**config.mk**
```make
export PLATFORM = sky130hd
export DESIGN_NAME = divider_32x16
export DESIGN_NICKNAME = d
export VERILOG_FILES = /design/src/rtl/divider_pkg.sv /design/src/rtl/divider_step.sv /design/src/rtl/divider_32x16.sv
export SDC_FILE = /design/constraint.sdc
export NUM_CORES = 1
export LEC_CHECK = 0
export CAP_MARGIN = 10
export CORE_MARGIN = 1
export CORE_UTILIZATION = 57
export DETAILED_ROUTE_END_ITERATION = 10
export HOLD_SLACK_MARGIN = 0.05
export PLACE_DENSITY = 0.95
export SKIP_CTS_REPAIR_TIMING = 1
export SYNTH_ARGS = -nofsm -noshare
export SYNTH_HDL_FRONTEND = slang
export SYNTH_HIERARCHICAL = 1
export SYNTH_SLANG_ARGS = --single-unit
```
**constraint.sdc**
```tcl
create_clock -name clk -period 6.3 [get_ports clk]
set_clock_uncertainty 0.2 [all_clocks]
set_input_delay 0.945 -clock clk [delete_from_list [all_inputs] [get_ports clk]]
set_output_delay 0.945 -clock clk [all_outputs]
set_load 0.1 [all_outputs]
```
**src/rtl/divider_pkg.sv**
```systemverilog
// Shared types and constants for the restoring divider.
// Build option DIVIDER_RADIX4_EN retires two quotient bits per CALC cycle.
package divider_pkg;

  localparam int BIT_DEF = 16;

`ifdef DIVIDER_RADIX4_EN
  localparam int STEPS_PER_CYCLE = 2;
`else
  localparam int STEPS_PER_CYCLE = 1;
`endif

  localparam int ITER_CNT = BIT_DEF / STEPS_PER_CYCLE;

  typedef enum logic [1:0] {
    IDLE,
    CALC,
    DONE
  } state_t;

  function automatic int iter_cnt(input int bit_w);
    return bit_w / STEPS_PER_CYCLE;
  endfunction

endpackage

```
**src/rtl/divider_step.sv**
```systemverilog
// One combinational restoring-division step.
// The trial value keeps the shifted-out MSB, so nothing is truncated.
module divider_step
  import divider_pkg::*;
#(
  parameter int W = BIT_DEF
) (
  input  logic [W-1:0] rem,
  input  logic         din_bit,
  input  logic [W-1:0] divisor,
  output logic [W-1:0] rem_next,
  output logic         q_bit
);

  logic [W:0] trial;
  logic [W:0] diff;

  always_comb begin
    trial    = {rem, din_bit};
    diff     = trial - {1'b0, divisor};
    q_bit    = (trial >= {1'b0, divisor});
    rem_next = q_bit ? diff[W-1:0] : trial[W-1:0];
  end

endmodule

```
**src/rtl/divider_32x16.sv**
```systemverilog
// Iterative unsigned 2*BIT / BIT divider with valid/ready handshakes.
// Define DIVIDER_RADIX4_EN to chain two steps per CALC cycle.
module divider_32x16
  import divider_pkg::*;
#(
  parameter int BIT = BIT_DEF
) (
  input  logic             clk,
  input  logic             rst,
  input  logic             in_valid,
  output logic             in_ready,
  input  logic [2*BIT-1:0] dividend,
  input  logic [BIT-1:0]   divisor,
  output logic             out_valid,
  input  logic             out_ready,
  output logic [BIT-1:0]   quotient,
  output logic [BIT-1:0]   remainder,
  output logic             div_by_zero,
  output logic             overflow
);

  localparam int ITERS = iter_cnt(BIT);
  localparam int CW    = $clog2(ITERS) + 1;
  localparam logic [CW-1:0] LAST = CW'(ITERS - 1);

  state_t         state;
  logic [CW-1:0]  cnt;
  logic [BIT-1:0] rem;
  logic [BIT-1:0] quo;
  logic [BIT-1:0] lo;
  logic [BIT-1:0] dsr;
  logic           dbz;
  logic           ovf;

  logic [BIT-1:0] hi;
  logic [BIT-1:0] rem_n;
  logic [BIT-1:0] quo_n;
  logic [BIT-1:0] lo_n;
  logic [BIT-1:0] r0;
  logic           q0;

  assign hi = dividend[2*BIT-1:BIT];

  divider_step #(.W(BIT)) u_step0 (
    .rem      (rem),
    .din_bit  (lo[BIT-1]),
    .divisor  (dsr),
    .rem_next (r0),
    .q_bit    (q0)
  );

`ifdef DIVIDER_RADIX4_EN
  logic [BIT-1:0] r1;
  logic           q1;

  divider_step #(.W(BIT)) u_step1 (
    .rem      (r0),
    .din_bit  (lo[BIT-2]),
    .divisor  (dsr),
    .rem_next (r1),
    .q_bit    (q1)
  );

  assign rem_n = r1;
  assign quo_n = {quo[BIT-3:0], q0, q1};
  assign lo_n  = {lo[BIT-3:0], 2'b00};
`else
  assign rem_n = r0;
  assign quo_n = {quo[BIT-2:0], q0};
  assign lo_n  = {lo[BIT-2:0], 1'b0};
`endif

  always_ff @(posedge clk) begin
    if (rst) begin
      state <= IDLE;
      cnt   <= '0;
      rem   <= '0;
      quo   <= '0;
      lo    <= '0;
      dsr   <= '0;
      dbz   <= 1'b0;
      ovf   <= 1'b0;
    end else begin
      unique case (state)
        IDLE: begin
          if (in_valid) begin
            lo  <= dividend[BIT-1:0];
            dsr <= divisor;
            cnt <= '0;
            if (divisor == '0) begin
              state <= DONE;
              dbz   <= 1'b1;
              ovf   <= 1'b0;
              quo   <= '1;
              rem   <= dividend[BIT-1:0];
            end else if (hi >= divisor) begin
              state <= DONE;
              dbz   <= 1'b0;
              ovf   <= 1'b1;
              quo   <= '1;
              rem   <= dividend[BIT-1:0];
            end else begin
              state <= CALC;
              dbz   <= 1'b0;
              ovf   <= 1'b0;
              quo   <= '0;
              rem   <= hi;
            end
          end
        end
        CALC: begin
          rem <= rem_n;
          quo <= quo_n;
          lo  <= lo_n;
          cnt <= cnt + 1'b1;
          if (cnt == LAST) state <= DONE;
        end
        DONE: begin
          if (out_ready) state <= IDLE;
        end
        default: state <= IDLE;
      endcase
    end
  end

  assign in_ready    = (state == IDLE);
  assign out_valid   = (state == DONE);
  assign quotient    = quo;
  assign remainder   = rem;
  assign div_by_zero = dbz;
  assign overflow    = ovf;

endmodule

```
* After elaboration in Yosys (flattened, before gate mapping)
Cells that the tools add are included.
Operators by class: add/subtract/negate cells 2, order comparisons 2, equal/unequal tests 6, muxes and demuxes 22, reductions and logical operators 6
Operators by type and width (count):
- two-way mux 16 bit | 8
- case mux 16 bit (2 select lines) | 3
- greater-or-equal comparator 17 x 16 -> 1 bit | 1
- greater-or-equal comparator 16 bit | 1
- logical NOT 16 bit | 1
- subtractor 16 bit | 1
- two-way mux 2 bit | 5
- case mux 5 bit (2 select lines) | 1
- case mux 2 bit (3 select lines) | 1
- adder 5 x 1 -> 5 bit (second input constant) | 1
- equality test 5 x 4 -> 1 bit (second input constant) | 1
- two-way mux 5 bit | 1
- != test 2 bit (second input constant) | 2
- AND reduction 2 bit | 2
- two-way mux 1 bit | 3
- AND reduction 3 bit | 1
- equality test 2 x 1 -> 1 bit (second input constant) | 1
- equality test 2 bit (second input constant) | 1
- logical NOT 2 bit | 1
- != test 2 x 1 -> 1 bit (second input constant) | 1
- nonzero test 2 bit | 1
Storage, ports and cells: register bits after elaboration 73, input bits 52, logic and storage cells 46

* Depth between registers and ports, before layout
Gate-level depths: netlist (run 1).
depth in word-level cells 5, depth in mapped cells 14

* By module
Netlist (run 1), hierarchy kept.
By module, submodules not included:
- divider_32x16 | instances 1, cells each 459, area an instance 3647.2 sq um, seq. area each 1461.4 sq um
- divider_step | instances 1, cells each 156, area an instance 1164.9 sq um, seq. area each 0.0 sq um

* Worst setup path before layout (run 1)
Ideal clock, no wire load.
path type flip-flop to flip-flop, start register rem[13], in the netlist remainder[13], end register rem[10], in the netlist remainder[10], setup time 0.074 ns, data arrival time 3.300 ns, slack 2.726 ns, stages on the path, launching flop included 14, clock period less this slack 3.574 ns, cells stage by stage dfxtp_1 ha_1 buf_6 a21o_1 a211o_1 a41o_1 a31oi_4 o21a_4 inv_4 buf_12 mux2_4 nand2_1 a31o_2 a31oi_1
On the way: word-level cells in the longest chain between the ends 3
Ends and longest elaborated chain:
- start, declared | RTL line divider_32x16.sv:28 | logic [BIT-1:0] rem;
- start signal, assigned | RTL line divider_32x16.sv:95 | rem <= dividend[BIT-1:0];
- start signal, assigned | RTL line divider_32x16.sv:101 | rem <= dividend[BIT-1:0];
- start signal, assigned | RTL line divider_32x16.sv:107 | rem <= hi;
- greater-or-equal comparator 17 x 16 -> 1 bit | RTL line divider_step.sv:21 | q_bit = (trial >= {1'b0, divisor});
- via q0 | RTL line divider_32x16.sv:40 | logic q0;
- two-way mux 16 bit | RTL line divider_step.sv:22 | rem_next = q_bit ? diff[W-1:0] : trial[W-1:0];
- via r0[10] | RTL line divider_32x16.sv:39 | logic [BIT-1:0] r0;
- case mux 16 bit (2 select lines) | RTL line divider_32x16.sv:84 | unique case (state)
The timed path passes the listed nets, and every way through them passes these cells. A chain may end at the register's enable or synchronous reset.

* Worst setup path in the final report (run 1)
start input port divisor[0], end register quo[5], in the netlist quotient[5]
On the way: word-level cells in the longest chain between the ends 5, elaborated cells between the ends (all ways) 6, classes of those cells 1 x order compare; 4 x mux; 1 x reduce/logical
Ends and longest elaborated chain:
- start, declared | RTL line divider_32x16.sv:13 | input logic [BIT-1:0] divisor,
- greater-or-equal comparator 16 bit | RTL line divider_32x16.sv:96 | end else if (hi >= divisor) begin
- two-way mux 16 bit | RTL line divider_32x16.sv:96
- two-way mux 16 bit (*) | RTL line divider_32x16.sv:90 | if (divisor == '0) begin
- two-way mux 16 bit (*) | RTL line divider_32x16.sv:86 | if (in_valid) begin
- case mux 16 bit (2 select lines) (*) | RTL line divider_32x16.sv:84
- end signal, assigned | RTL line divider_32x16.sv:113 | quo <= quo_n;
- end, declared | RTL line divider_32x16.sv:29 | logic [BIT-1:0] quo;
Every way passes the cells marked *; elsewhere a longest branch is shown, timed or not. The select of a mux whose other input is x is not followed.

==> qor.txt, run 1 <==
outcome = complete, no violations
Startpoint Class = input pin
# diodes = 0
Pint = 1.13 mW
wire length per cell = 18.2 um
Worst Path Buf+Inv = 1
Worst Tran Pin Value = 1.02 ns
Worst-Skew Late Latency = 0.35 ns
Clk pwr share = 23.1%
sequential share of the synthesized area = 30.4%
Crit path max-delay family = compound AO/OA/AOI/OAI gates
sequential power share = 28.3%
peak supply drop = 246 uV
Initial DRC Count = 560
worst-path cell chain = clkdlybuf4s50_1 > ha_1 > nand2b_1 > a2111o_1 > and4_1 > o31ai_4 > a21oi_1
crit-path max FO = 18
max-cap viol count = 0
ys async rst share = 0%
post-DP HPWL = 10200 um
worst hold path class = reg2reg
worst setup margin = 2.58 ns
Die Span Y = 93.9 um
Place WS = 2.28 ns
Final Util = 72.1%
PortBufs = 87
CP max stage delay = 0.72 ns
worst r2r dst = remainder[14]$_SDFFE_PP0P_
YS warnings = 6
critical path class = in2reg
pwr dens = 330 nW/um^2
worst rel slew slack = 32.0%
combinational power share = 48.6%
Worst Hold Depth = 2
initial antenna violation count = 0
Worst EP required = 6.30 ns
flops & latches, synth = 73
routed vias = 4972
final worst-path cycle share = 59.1%
Critical Path AT = 3.72 ns
Clock Pin Slew Worst Setup and Hold Paths = 0.08 ns
Fin Setup TNS = 0 ns
Final Non-Filler Cells = 783
final net count = 760
global-route wire length before repair = 22600 um
fill count = 609
prevailing post-synth register cell = dfxtp_1
synthesized cell area = 4810 um^2
root buffer cell = clkbuf_8
CTS Buf Count = 9
Finish-stage setup viols = 0
Final min period = 3.72 ns
RSZ-0062 raised after global routing = no
Antenna Nets Post-Route = 0
htree depth = 3
Psw = 816 uW
RR Startpoint = lo[15]$_SDFFE_PP0P_
CP max-delay cell = o31ai_4
Max Fclk = 269 MHz
area of the core = 8180 um^2
largest net degree at the start of global routing = 74
total leakage power = 2.33 nW
Fin. Hold Viols = 0
Top Ports = 88
r2r setup slk = 3.06 ns
Remaining Overflow, GRT = 0
clk sinks = 73
r2r worst-path depth = 11
Critical Path Sink Type = register
Mean Syn Cell Area = 7.82 um^2
switching share of power = 41.9%
Avg Vias per Cell = 6.35
Total Wirelength = 14300 um
CTS tree = built
area growth from synthesis to layout = 22.5%
DRC = 0
Mapped Cells = 615
Max Slew Vio Count = 0
Critical path origin = divisor[0]
post-synthesis cell type count = 57
EDFF count, synth = 0
DIE WIDTH = 93.9 um
Max clock buf depth = 2
Starting Density = 58.9%
crit path to = quotient[5]$_SDFFE_PP0P_
Worst Hold Slack = 0.257 ns
dpl cells = 766
First-pass DRT Iterations = 5
syn nets = 702
layout cell share with drive strength beyond 1 = 8.41%
Final GP Congestion = 0.901
cell row count = 33
die area = 8810 um^2
vias in the first global route = 4652
GRT Overall Usage = 32.7%
CP Depth = 7
[cell usage in the layout (no fill, tap or decap), types with 2 or more instances in the layout]
cell type and n:
a21oi_1 86, o21ai_0 11, nor4_1 4, nand2_1 102
a211oi_1 2, mux2_4 8, dfxtp_1 73, o21a_1 2
and2_1 3, clkbuf_8 9, inv_1 42, nand2b_1 4
buf_4 5, xnor2_1 8, and4_1 3, a31o_2 16
a22oi_1 32, mux2i_1 3, a31oi_1 20, nor2_1 19
nand4_1 25, a21o_1 3, bufinv_16 3, ha_1 34
or3_1 2, nor2b_1 2, a211o_1 2, mux2_2 4
and3_1 3, a41o_1 2, o21bai_1 4, xor2_1 4
nand3_1 7, o31ai_1 16, clkdlybuf4s50_1 86
[power groups by stage]
stage	Combinational [mW]	Clock, mW	Sequential [mW]
2_1_floorplan	0.560	0	0.728
3_3_place_gp	0.906	0	0.558
3_5_place_dp	0.923	0	0.560
4_1_cts	0.931	0.449	0.550
5_1_grt	1.01	0.468	0.557
6_report	0.946	0.450	0.552
[state kept, by name (all words and copies together), names as in the netlist]
| register | cells |
|---|---|
| cnt | 5 |
| div_by_zero | 1 |
| dsr | 16 |
| lo | 16 |
| overflow | 1 |
| quotient | 16 |
| remainder | 16 |
| state | 2 |
[routing by layer]
layer / vias up / GRT usage [%] / wire [um]
li1: 2354 / - / -
met1: 2364 / 42.0 / 5820
met2: 218 / 54.0 / 6970
met3: 36 / 6.47 / 1050
met4: 0 / 12.4 / 420
met5: - / 0 / 0
[cells in the mapped netlist (all sizes together), types with 2 or more instances]
cell,instances,share of area [%]
a31o,16,2.9
nand2,102,8.0
nor4,4,0.52
mux2i,3,0.62
and4,3,0.55
a211oi,2,0.31
a22oi,32,5.0
a211o,2,0.36
clkbuf,32,2.5
a31oi,21,3.0
ha,34,8.8
nand3,7,0.73
nor2b,3,0.39
mux2,12,3.4
a41o,2,0.42
and3,3,0.39
inv,43,3.4
dfxtp,73,30
o21ai,12,1.2
o21a,3,0.62
o21bai,4,0.62
nor2,20,1.6
or3,2,0.26
o31ai,17,2.9
xor2,4,0.73
xnor2,8,1.5
nand2b,4,0.52
a21oi,86,8.9
a21o,3,0.47
buf,14,2.1
nand4,25,3.3
and2,3,0.39
[how the worst min path moves through the flow]
stage | slack, ns | to | start
finish | 0.26 | dsr[2]$_SDFFE_PP0P_ | dsr[2]$_SDFFE_PP0P_
global route | 0.29 | lo[11]$_SDFFE_PP0P_ | lo[11]$_SDFFE_PP0P_
CTS | 0.26 | dsr[2]$_SDFFE_PP0P_ | dsr[2]$_SDFFE_PP0P_
detailed placement | 0.25 | dsr[11]$_SDFFE_PP0P_ | dsr[11]$_SDFFE_PP0P_
global placement | 0.24 | lo[1]$_SDFFE_PP0P_ | lo[1]$_SDFFE_PP0P_
floorplan | 0.24 | lo[10]$_SDFFE_PP0P_ | lo[10]$_SDFFE_PP0P_
[cell type report]
type	count	area (um^2)	area share, %
tap	105	131	2.23
clock buffer	10	128	2.16
sequential	73	1460	24.8
multi-input combinational	453	2980	50.5
inverter	43	164	2.78
timing repair buffer	93	918	15.6
clock inverter	6	115	1.95
[stage by stage]
step / power, mW / cell area, um^2
3_3_place_gp: 1.46 / 5640
4_1_cts: 1.93 / 5880
3_5_place_dp: 1.48 / 5640
5_1_grt: 2.03 / 5900
2_1_floorplan: 1.29 / 4810
6_report: 1.95 / 5900
[cell families (layout without fill, tap and decap cells)]
kind of cell,Yosys count,after routing,share of synthesized area [%]
XOR/XNOR,12,12,2.18
flip-flops,73,73,30.4
multiplexers,15,15,4.06
AND/OR/NAND/NOR,180,180,17.2
buffers and inverters,89,152,7.96
adder cells (fa/ha/maj),35,35,9.26
AO/OA/AOI/OAI,211,211,29.0
[tightest hold or removal path, cell delays in order, from the launching register on]
cell	delay [ns]
dfxtp_1	0.31
nand2_1	0.05
a21oi_1	0.05
Note: power is estimated with default switching activity, not from simulation.
==> run 2, diff against run 1 <==
--- a/config.mk
+++ b/config.mk
@@ -7,10 +7,10 @@
 export LEC_CHECK = 0
 export CAP_MARGIN = 10
 export CORE_MARGIN = 1
-export CORE_UTILIZATION = 57
+export CORE_UTILIZATION = 48
 export DETAILED_ROUTE_END_ITERATION = 10
 export HOLD_SLACK_MARGIN = 0.05
-export PLACE_DENSITY = 0.95
+export PLACE_DENSITY = 0.87
 export SKIP_CTS_REPAIR_TIMING = 1
 export SYNTH_ARGS = -nofsm -noshare
 export SYNTH_HDL_FRONTEND = slang
==> constraint.sdc (replaced) <==
create_clock -name clk -period 3.4 [get_ports clk]
set_clock_uncertainty 0.2 [all_clocks]
set_input_delay 0.51 -clock clk [delete_from_list [all_inputs] [get_ports clk]]
set_output_delay 0.51 -clock clk [all_outputs]
set_load 0.1 [all_outputs]
==> run 2 against run 1 <==
Effect of this change: register-to-register slack worse by 2.8 ns; sequential cell count unchanged; hold slack worse by 0.0018 ns; power up 76%; non-clock buffer count up 11; critical path depth up 4; sequential share of layout area up 0.15 points; first-iteration DRC count down 24%; die area up 18%; largest cell class unchanged; largest power group unchanged.
==> qor.txt, run 2 (same netlist as run 1, synthesis figures left out) <==
htree depth = 3 (unchanged)
final net count = 771 (+1.4%)
vias in the first global route = 4655 (+0.064%)
PortBufs = 87 (unchanged)
CTS tree = built
Worst-Skew Late Latency = 0.35 ns (about the same)
Max Fclk = 317 MHz
total leakage power = 2.42 nW (+3.9%)
total chip power = 3.43 mW (+76%)
Total Wirelength = 14100 um (-0.92%)
area growth from synthesis to layout = 22.1%
Clock Pin Slew Worst Setup and Hold Paths = 0.08 ns (about the same)
final worst-path cycle share = 92.7%
Final GP Congestion = 0.926 (+2.8%)
critical path class = reg2reg
DIE WIDTH = 102 um (+8.8%)
DRC = 0 (unchanged)
Max clock buf depth = 2 (unchanged)
Worst Hold Slack = 0.255 ns (-0.00175 ns)
Finish-stage setup viols = 0 (unchanged)
Top Ports = 88 (unchanged)
cell row count = 36 (+9.1%)
Die Span Y = 102 um (+8.8%)
root buffer cell = clkbuf_8
largest net degree at the start of global routing = 56 (-24%)
Worst EP required = 3.46 ns (-2.84 ns)
design area = 5870 um^2 (-0.36%)
post-DP HPWL = 10500 um (+2.2%)
fill count = 891 (+46%)
peak supply drop = 467 uV (+89%)
clk sinks = 73 (unchanged)
Starting Density = 49.5% (-9.4 points)
worst hold path class = reg2reg
Remaining Overflow, GRT = 0 (unchanged)
layout cell share with drive strength beyond 1 = 15.2% (+6.8 points)
global-route wire length before repair = 22700 um (+0.40%)
wire length per cell = 17.2 um (-5.6%)
Max Slew Vio Count = 0 (unchanged)
max-cap viol count = 0 (unchanged)
Antenna Nets Post-Route = 0 (unchanged)
outcome = complete, no violations
initial antenna violation count = 0 (unchanged)
Worst Tran Pin Value = 0.961 ns (-0.0592 ns)
Post-DP Area = 5670 um^2 (+0.60%)
Fin. Hold Viols = 0 (unchanged)
area of the core = 9730 um^2 (+19%)
Critical Path AT = 3.21 ns (-0.51 ns)
Critical Path Sink Type = register
Fin Setup TNS = 0 ns (unchanged)
worst rel slew slack = 35.8% (+3.7 points)
GRT Overall Usage = 27.6% (-5.1 points)
Final min period = 3.15 ns
CTS Buf Count = 9 (unchanged)
most frequent cells in the layout = 102 x nand2_1, 86 x a21oi_1, 70 x dfxtp_1
First-pass DRT Iterations = 6 (+1)
die area = 10400 um^2 (+18%)
routed vias = 4958 (-0.28%)
# diodes = 0 (unchanged)
RSZ-0062 raised after global routing = no
pwr dens = 583 nW/um^2 (+77%)
commonest non-fill, non-tap cell in the layout = nand2_1
Avg Vias per Cell = 6.03 (-5.0%)
Startpoint Class = register
crit-path max FO = 13 (-5)
Initial DRC Count = 428 (-24%)
==> run 2: cell count changes in the layout (fill, tap and decap cells not counted), moves of 2 or more <==
| cell | previous run | this run |
|---|---|---|
| buf_4 | 5 | 51 |
| clkinv_2 | 0 | 2 |
| clkdlybuf4s50_1 | 86 | 51 |
| bufinv_16 | 3 | 1 |
| dfxtp_1 | 73 | 70 |
| dfxtp_2 | 0 | 3 |
==> run 2: area by class of cell <==
type / count / area, um^2 / share of cell area, %
clock buffers: 11 / 131 / 2.24
clock inverters: 5 / 56.3 / 0.958
inverters: 43 / 164 / 2.79
multi-input cells: 453 / 2980 / 50.7
flip-flops and latches: 73 / 1470 / 24.9
well taps: 133 / 166 / 2.83
repair buffers: 104 / 913 / 15.5
==> run 2: power breakdown <==
part	leakage, nW	total (mW)	switching, mW	internal [mW]
combinational	1.73	1.73	1.08	0.656
sequential	0.600	1.02	0.0854	0.939
clock	0.0933	0.669	0.330	0.338
total	2.42	3.43	1.49	1.93
==> run 2: worst paths after layout <==
check / endpoint / from / slack, ns / cells past startpoint
worst max-delay path: remainder[15]$_SDFFE_PP0P_ / remainder[2]$_SDFFE_PP0P_ / 0.25 / 11
worst min-delay path: lo[11]$_SDFFE_PP0P_ / lo[11]$_SDFFE_PP0P_ / 0.25 / 2
worst max register to register: remainder[15]$_SDFFE_PP0P_ / remainder[2]$_SDFFE_PP0P_ / 0.25 / 11
worst min register to register: lo[11]$_SDFFE_PP0P_ / lo[11]$_SDFFE_PP0P_ / 0.25 / 2
==> run 2: critical path: stages, from the launching register on <==
cell and delay [ns]:
dfxtp_1 0.38, ha_1 0.40, nand3_1 0.12, o21bai_1 0.23, a311oi_1 0.41, o21ai_1 0.14, o21a_4 0.25, inv_4 0.19
mux2i_1 0.21, nand2_1 0.08, a31o_2 0.28, a31oi_1 0.16
==> run 2: layer usage <==
layer  vias to the layer above  track usage [%]  wire, um
met4                         0             12.4       548
li1                       2373                -         -
met1                      2290             36.3      6040
met2                       242             44.3      6470
met3                        53             4.92      1070
met5                         -                0         0
==> run 2: per-stage QoR <==
step,std cells,util (%),setup slack [ns]
3_3_place_gp,805,58.3,0.287
2_1_floorplan,615,-,0.0381
5_1_grt,822,60.4,0.178
6_report,822,60.4,0.249
3_5_place_dp,805,58.3,0.262
4_1_cts,821,60.2,0.305
==> run 3, diff against run 2 <==
--- a/config.mk
+++ b/config.mk
@@ -6,11 +6,12 @@
 export NUM_CORES = 1
 export LEC_CHECK = 0
 export CAP_MARGIN = 10
+export CORE_ASPECT_RATIO = 0.75
 export CORE_MARGIN = 1
-export CORE_UTILIZATION = 48
+export CORE_UTILIZATION = 57
 export DETAILED_ROUTE_END_ITERATION = 10
 export HOLD_SLACK_MARGIN = 0.05
-export PLACE_DENSITY = 0.87
+export PLACE_DENSITY = 0.95
 export SKIP_CTS_REPAIR_TIMING = 1
 export SYNTH_ARGS = -nofsm -noshare
 export SYNTH_HDL_FRONTEND = slang
==> constraint.sdc (replaced) <==
create_clock -name clk -period 3.77 [get_ports clk]
set_clock_uncertainty 0.2 [all_clocks]
set_input_delay 0.5655 -clock clk [delete_from_list [all_inputs] [get_ports clk]]
set_output_delay 0.5655 -clock clk [all_outputs]
set_load 0.1 [all_outputs]
==> run 3 against run 2 <==
Effect of this change: via count is 1.9% higher; first-iteration DRC count is 35% higher; sequential share of layout area increased by 0.091 points; power is 11% lower; setup slack gained 0.37 ns; largest cell class unchanged.
==> qor.txt, run 3 (same netlist as run 1, synthesis figures left out) <==
initial antenna violation count = 0 (unchanged)
area of the core = 8020 um^2 (-18%)
Worst-Skew Late Latency = 0.36 ns (about the same)
CTS Buf Count = 9 (unchanged)
hold endpoint = lo[9]$_SDFFE_PP0P_
DR WL met3 = 1430 um (+34%)
pwr dens = 520 nW/um^2 (-11%)
Total Wirelength = 14200 um (+0.19%)
Worst Hold Depth = 2 (unchanged)
Max Fclk = 317 MHz (about the same)
Clk pwr share = 17.9% (-1.6 points)
Max clock buf depth = 2 (unchanged)
wire length per cell = 18.0 um (+4.8%)
# diodes = 0 (unchanged)
Final min period = 3.15 ns (+0.00230 ns)
Met2 Routed Length = 6510 um (+0.57%)
Post-DP Area = 5680 um^2 (about the same)
Psw = 1.34 mW (-10%)
peak supply drop = 286 uV (-39%)
largest net degree at the start of global routing = 69 (+23%)
crit-path max FO = 13 (unchanged)
Starting Density = 60.0% (+11 points)
PortBufs = 87 (unchanged)
outcome = complete, no violations
Worst Min Path Start = lo[9]$_SDFFE_PP0P_
DRC = 0 (unchanged)
routed vias = 5054 (+1.9%)
Worst Tran Pin Value = 1.12 ns (+0.159 ns)
critical path class = reg2reg
sequential power share = 30.3% (+0.4 points)
most frequent cells in the layout = 102 x nand2_1, 86 x a21oi_1, 86 x clkdlybuf4s50_1
Top Ports = 88 (unchanged)
Antenna Nets Post-Route = 0 (unchanged)
final worst-path cycle share = 83.6% (-9.0 points)
r2r worst-path depth = 11 (unchanged)
RR Startpoint = remainder[2]$_SDFFE_PP0P_
post-DP HPWL = 10100 um (-3.1%)
dpl cells = 771 (-4.2%)
layout cell share with drive strength beyond 1 = 8.66% (-6.6 points)
Critical Path Sink Type = register
Final GP Congestion = 0.997 (+7.6%)
Final Util = 72.8% (+12 points)
Worst EP required = 3.86 ns (+0.40 ns)
r2r setup slk = 0.62 ns (+0.37 ns)
htree depth = 3 (unchanged)
DIE WIDTH = 108 um (+5.8%)
Initial DRC Count = 578 (+35%)
First-pass DRT Iterations = 6 (unchanged)
top sig layer = met4
Fin. Hold Viols = 0 (unchanged)
Startpoint Class = register
Final Non-Filler Cells = 786 (-4.4%)
root buffer cell = clkbuf_8
CTS tree = built
Max Slew Vio Count = 0 (unchanged)
vias in the first global route = 4680 (+0.54%)
worst rel slew slack = 25.3% (-10 points)
global-route wire length before repair = 22300 um (-1.9%)
cell row count = 28 (-22%)
Die Span Y = 81.6 um (-20%)
Finish-stage setup viols = 0 (unchanged)
worst hold path class = reg2reg
max-cap viol count = 0 (unchanged)
combinational power share = 51.8% (+1.2 points)
Clock Pin Slew Worst Setup and Hold Paths = 0.07 ns (about the same)
Pint = 1.70 mW (-12%)
Remaining Overflow, GRT = 0 (unchanged)
Avg Vias per Cell = 6.43 (+6.6%)
RSZ-0062 raised after global routing = no
die area = 8820 um^2 (-15%)
GRT Overall Usage = 32.9% (+5.2 points)
final net count = 764 (-0.91%)
worst r2r dst = remainder[15]$_SDFFE_PP0P_
clk sinks = 73 (unchanged)
area growth from synthesis to layout = 21.3%
total leakage power = 2.31 nW (-4.5%)
Met1 Wirelength = 5910 um (-2.2%)
switching share of power = 44.1% (+0.51 points)
Critical Path AT = 3.24 ns (+0.03 ns)
Fin Setup TNS = 0 ns (unchanged)
design area = 5840 um^2 (-0.62%)
commonest non-fill, non-tap cell in the layout = nand2_1
-- run 3: cell count changes in the layout (fill, tap and decap cells not counted), moves of 3 or more --
cell | previous run | this run
buf_4 | 51 | 10
dfxtp_1 | 70 | 73
dfxtp_2 | 3 | 0
clkdlybuf4s50_1 | 51 | 86
-- run 3: final cells by class --
cell class,instances,area [um^2]
multi-input cells,453,2980
fillers,602,2180
flip-flops and latches,73,1460
repair buffers,97,941
inverters,43,164
clock buffers,12,145
well taps,105,131
clock inverters,3,17.5
-- run 3: power groups by stage --
| stage | clock network, mW | logic, mW | registers (mW) |
|---|---|---|---|
| after floorplan | 0 | 0.936 | 1.22 |
| after global placement | 0 | 1.50 | 0.931 |
| after detailed placement | 0 | 1.53 | 0.935 |
| after CTS | 0.545 | 1.54 | 0.918 |
| after global routing | 0.581 | 1.67 | 0.929 |
| final | 0.543 | 1.57 | 0.921 |
-- run 3: worst max-delay path by stage --
| stage | startpoint | end | slack (ns) | cells past startpoint |
|---|---|---|---|---|
| 6_report | remainder[2]$_SDFFE_PP0P_ | remainder[15]$_SDFFE_PP0P_ | 0.62 | 11 |
| 5_1_grt | dsr[3]$_SDFFE_PP0P_ | remainder[15]$_SDFFE_PP0P_ | 0.44 | 12 |
| 4_1_cts | dsr[3]$_SDFFE_PP0P_ | remainder[15]$_SDFFE_PP0P_ | 0.70 | 12 |
| 3_5_place_dp | dividend[16] | quotient[9]$_SDFFE_PP0P_ | 0.38 | 8 |
| 3_3_place_gp | dividend[16] | state[1]$_SDFFE_PP0P_ | 0.51 | 8 |
| 2_1_floorplan | remainder[13]$_SDFFE_PP0P_ | remainder[10]$_SDFFE_PP0P_ | 0.20 | 13 |
-- run 3: stage by stage --
stage | power [mW] | hold WS (ns) | setup WS [ns]
2_1_floorplan | 2.15 | 0.236 | 0.196
3_3_place_gp | 2.43 | 0.241 | 0.510
3_5_place_dp | 2.46 | 0.248 | 0.379
4_1_cts | 3.00 | 0.258 | 0.697
5_1_grt | 3.18 | 0.274 | 0.442
6_report | 3.03 | 0.256 | 0.617
-- run 3: routing by layer --
| metal | vias up | global-route usage (%) |
|---|---|---|
| met2 | 279 | 53.6 |
| met4 | 0 | 15.1 |
| met3 | 36 | 7.86 |
| met1 | 2389 | 41.5 |
| li1 | 2350 | - |
| met5 | - | 0 |
-- run 3: worst max-delay path, cell delays in order (launching register included) --
cell and delay [ns]:
dfxtp_1 0.38, ha_1 0.40, nand3_1 0.14, o21bai_1 0.26
a311oi_1 0.40, o21ai_1 0.15, o21a_4 0.25, inv_4 0.19
mux2i_1 0.23, nand2_1 0.07, a31o_2 0.27, a31oi_1 0.14
